**src/rtl/fifo_push_arb.sv**
```systemverilog
`default_nettype none
// fifo_push_arb: round-robin push arbiter and occupancy counter in front of the shared fifo.
// Optional macro FIFO_ARB_LOCK_EN adds a per-requester lock input that keeps the grant on one producer.
module fifo_push_arb #(
  parameter int N_REQ = 4,
  parameter int WIDTH = 36,
  parameter int DEPTH = 1024,
  parameter int ADDR  = 10
) (
  input  logic                   clk,
  input  logic                   rst,
  input  logic [N_REQ-1:0]       req,
  input  logic [N_REQ*WIDTH-1:0] req_data,
`ifdef FIFO_ARB_LOCK_EN
  input  logic [N_REQ-1:0]       lock,
`endif
  output logic [N_REQ-1:0]       gnt,
  input  logic                   cons_pop,
  output logic                   pop_ok,
  output logic                   fifo_push,
  output logic                   fifo_pop,
  output logic [WIDTH-1:0]       fifo_din,
  output logic [ADDR:0]          count,
  output logic                   full
);

  localparam int             PW       = (N_REQ > 1) ? $clog2(N_REQ) : 1;
  localparam logic [ADDR:0]  FULL_CNT = (ADDR+1)'(DEPTH);
  localparam logic [ADDR:0]  CNT_ONE  = (ADDR+1)'(1);
  localparam logic [PW-1:0]  PTR_RST  = PW'(N_REQ-1);

  logic [PW-1:0] ptr;
  logic [PW-1:0] win;
  logic [PW-1:0] cand;
  logic          found;
  logic          hold;
  logic          grant_ok;

`ifdef FIFO_ARB_LOCK_EN
  logic          lock_vld;
  logic [PW-1:0] lock_own;
`endif

  assign full = (count == FULL_CNT);

  // A held lock pre-empts the round-robin search; otherwise scan from ptr+1.
  always_comb begin
    hold  = 1'b0;
    found = 1'b0;
    win   = ptr;
    cand  = ptr;
`ifdef FIFO_ARB_LOCK_EN
    hold  = lock_vld && req[lock_own] && lock[lock_own];
`endif
    if (hold) begin
`ifdef FIFO_ARB_LOCK_EN
      win   = lock_own;
`endif
      found = 1'b1;
    end else begin
      for (int k = 1; k <= N_REQ; k++) begin
        cand = PW'((int'(ptr) + k) % N_REQ);
        if (!found && req[cand]) begin
          found = 1'b1;
          win   = cand;
        end
      end
    end
  end

  // Full withholds the grant even if a pop happens this cycle: no pop-to-grant path.
  assign grant_ok  = found && !full && !rst;
  assign gnt       = grant_ok ? (N_REQ'(1) << win) : '0;
  assign fifo_push = grant_ok;
  assign pop_ok    = cons_pop && (count != '0) && !rst;
  assign fifo_pop  = pop_ok;

  always_comb begin
    fifo_din = '0;
    for (int i = 0; i < N_REQ; i++) begin
      if (gnt[i]) fifo_din = fifo_din | req_data[i*WIDTH +: WIDTH];
    end
  end

  always_ff @(posedge clk) begin
    if (rst) begin
      ptr   <= PTR_RST;
      count <= '0;
    end else begin
      if (grant_ok) ptr <= win;
      case ({grant_ok, pop_ok})
        2'b10:   count <= count + CNT_ONE;
        2'b01:   count <= count - CNT_ONE;
        default: count <= count;
      endcase
    end
  end

`ifdef FIFO_ARB_LOCK_EN
  // Stall under full keeps the lock as long as the owner still asserts req and lock.
  always_ff @(posedge clk) begin
    if (rst) begin
      lock_vld <= 1'b0;
      lock_own <= '0;
    end else if (grant_ok && lock[win]) begin
      lock_vld <= 1'b1;
      lock_own <= win;
    end else if (!hold) begin
      lock_vld <= 1'b0;
    end
  end
`endif

endmodule
`default_nettype wire

```
**config.mk**
```make
export PLATFORM = sky130hd
export DESIGN_NAME = fifo_push_arb
export DESIGN_NICKNAME = d
export VERILOG_FILES = /design/src/rtl/fifo_push_arb.sv
export SDC_FILE = /design/constraint.sdc
export NUM_CORES = 1
export LEC_CHECK = 0
export BUFFER_PORTS_ARGS = -buffer_cell sky130_fd_sc_hd__buf_2
export CAP_MARGIN = 20
export CORE_UTILIZATION = 35
export CTS_CLUSTER_DIAMETER = 200
export DETAILED_ROUTE_END_ITERATION = 12
export PLACE_DENSITY = 0.91
export SETUP_SLACK_MARGIN = 0.02
export SYNTH_ARGS = -nofsm -noshare
export SYNTH_HDL_FRONTEND = slang
export SYNTH_SLANG_ARGS = --single-unit
```
**constraint.sdc**
```tcl
create_clock -name clk -period 3.6 [get_ports clk]
set_clock_uncertainty 0.15 [all_clocks]
set_input_delay 0.54 -clock clk [delete_from_list [all_inputs] [get_ports clk]]
set_output_delay 0.54 -clock clk [all_outputs]
set_load 0.005 [all_outputs]
```
==> summary.md <==
| Metric | Value |
|---|---|
| CTS Buffer Depth | `2` |
| Ys flop type | `dfxtp_1` |
| Initial core utilization | `37.2%` |
| Post-route setup slack | `0.0882 ns` |
| Register bit total from synthesis | `13` |
| CP Launch Type | `flip-flop` |
| First-pass GRT wire length | `13.2 mm` |
| Hold-critical path depth | `2` |
| Diode count | `0` |
| Synth-to-Final Area Change | `50.8%` |
| Clk sinks | `13` |
| Min-delay src | `count[8]` |
| Worst r2r src | `count[1]` |
| Worst Path Required | `3.58 ns` |
| Fin area | `about 3400 sq um` |
| Hold endpoint | `count[8]` |
| Final critical-path required period | `around 3.5 ns` |
| Most frequent cell after synthesis | `nand3_1` |
| Synthesized area | `2260 sq um` |
| Routability cong. | `0.890` |
| WL per Instance | `15.8 microns` |
| Avg Vias per Cell | `between 5 and 6` |
| CTS tree | `built` |
| Syn_area_per_cell | `7.12 sq um` |
| Number of library cell types mapped by synthesis | `49` |
| Setup violators final | `0` |
| Final Hold Slack | `between 0.3 and 0.4 ns` |
| Post-DP Area | `about 3300 sq um` |
| I/O pin count | `206` |
| Drt pass-1 iters | `4` |
| Reg-to-reg endpoint | `count[10]` |
| Max-Cap Viols | `0` |
| Crit path max fanout | `5` |
| Post-CTS Resized | `0` |
| Number of global-route vias before repair | `around 2,900` |
| Drt drc | `0` |
| Chip Height | `82.3 microns` |
| Final ANT Viol Nets | `0` |
| Status | `complete, no violations` |
| Initial antenna violation count | `0` |
| Critical Path End Type | `flip-flop` |
| Post-synth top area cell | `nand3_1` |
| Yosys warning count | `0` |
| Final #Nets | `670` |
| Max Freq | `0.285 GHz` |
| Cts hold-fix bufs | `0` |
| 1st-iter DRT viols | `122` |
| Post-synth EDFFs | `0` |
| Pre-CTS setup slack | `between 0.08 and 0.09 ns` |
| Top cells by instance count after synthesis | `nand3_1, o211ai_1, mux2i_1` |
| Reg2Reg Setup Slack | `0.09 ns` |
| Placed insts | `just under 600` |
| Final Hold Viols | `0` |
| Headroom to the max-slew limit | `61.0%` |
| Post-Route WL | `9.20 mm` |
| I/O Buffers | `a little over 200` |
| DP Wirelength | `7.39 mm` |
| Total gr overflow | `0` |
| Post-route clock period utilization | `97.5%` |
| Static Leak | `1.72 nW` |
| Share of post-route cells with drive strength above 1 | `45.2%` |
| Top cells by area, synth | `nand3_1, mux2i_1, o211ai_1` |
| Aggregate global-route resource usage | `25.0%` |
| Cells on worst reg2reg path | `11` |
| Power per standard cell area | `roughly 450 nW/um^2` |
| Post-CTS Setup Bufs | `0` |
| Maximum VDD drop | `0.355 mV` |
| Fin cells | `slightly below 600` |
| WS Path Type | `reg -> reg` |
| Largest net degree at the start of global routing | `~70` |
| Cells after Synth | `317` |
| Std cell rows | `28` |
| Net Count, Synth | `479` |
| CP arrival | `3.49 ns` |
| H-tree Lvls | `1` |
| Total CTS buffers | `3` |
| Via count | `3,311` |
| Core box area | `6060 sq um` |
| Seq/Total Area, Yosys | `11.5%` |
| Tot Pwr | `0.00153 W` |
| Total die area | `6770 sq um` |
| Root Buffer | `clkbuf_8` |
| Slew @ Worst Pin | `0.585 ns` |
| Asr flop ratio synth | `0%` |
| Worst-path clk slew | `0.06 ns` |
| Clock Latency Late Sink | `0.24 ns` |
| Slew Viols, Final | `0` |
| Area share of the largest cell type after synthesis | `17.3%` |
| Die width | `82.3 microns` |
| Fillers | `557` |
| Hold/Removal Path Class | `reg -> reg` |
==> per-layer routing <==
layer  vias to the layer above  track usage [%]  routed length, microns
li1                       1582                -                       -
met1                      1548             28.4                    3560
met2                       154             42.9                    4670
met3                        27             7.14                     765
met4                         0             12.1                     201
met5                         -                0                       0
==> critical path, cell delays in order, from the launching register on <==
cell       delay [ns]
dfxtp_1          0.35
nor4_2           0.44
nand4_1          0.24
nand2_1          0.19
ha_1             0.20
inv_1            0.08
fa_1             0.41
nand2b_1         0.20
a2111oi_4        0.40
o21ai_2          0.14
or4b_1           0.48
o311ai_1         0.11
==> stage by stage <==
stage	util, %	TNS (ns)
floorplan	-	0
global placement	55.2	0
detailed placement	55.2	0
CTS	55.9	0
global route	56.2	-0.0159
finish	56.2	0
==> layout make-up <==
cell class	instances	area (sq um)	share of cell area [%]
Multi-Input combinational cell	266	1840	54.2
Timing Repair Buffer	215	1130	33.1
Sequential cell	13	260	7.65
Tap cell	75	93.8	2.76
Clock buffer	4	45.0	1.32
Inverter	9	33.8	0.993
==> cell families (layout without fill, tap and decap cells) <==
group | Yosys count | count (layout) | share of synthesized area (%)
xor+xnor | 6 | 6 | 2.33
simple gates | 135 | 135 | 30.2
mux | 37 | 37 | 16.4
buf+inv | 38 | 228 | 8.26
fa+ha+maj | 11 | 11 | 6.43
compound gates | 77 | 77 | 24.9
flops | 13 | 13 | 11.5
==> cell usage in the layout, fill, tap and decap left out, types with 2 or more instances in the layout <==
cell type and instances:
inv_1 7, buf_12 2, nor2b_1 3, nand2b_1 3, o21a_1 2, ha_1 10
xnor2_1 5, nor2_1 15, dfxtp_1 13, nand3_1 77, a21o_1 2, a21oi_1 13
o221ai_1 2, o21ai_1 2, nand4_1 2, buf_4 8, and3_1 2, mux2i_1 37
nor3_1 3, o21ai_0 3, nor4_2 2, and2_1 2, o31ai_1 3, clkbuf_8 3
buf_2 205, o211ai_1 39, nand2_1 17
==> where the power goes <==
group | total, W | internal (W) | leakage [nW] | switching [W]
logic | 0.00116 | 0.000515 | 1.59 | 0.000645
registers | 0.000234 | 0.000183 | 0.106 | 0.0000513
clock network | 0.000133 | 0.0000783 | 0.0228 | 0.0000546
total | 0.00153 | 0.000776 | 1.72 | 0.000751
==> worst max path at each step <==
stage / startpoint / to / slack (ns) / cells after the start
finish: count[1] / count[10] / 0.09 / 11
global placement: count[1] / count[10] / 0.21 / 11
detailed placement: count[1] / count[10] / 0.09 / 11
CTS: count[1] / count[10] / 0.04 / 11
global route: count[1] / count[10] / -0.02 / 11
floorplan: rst / count[10] / 0.21 / 11
==> state kept, by name, summed over array words and instances, names as in the netlist <==
register	flops
ptr	2
count	11
(Power assumes the default switching activity.)
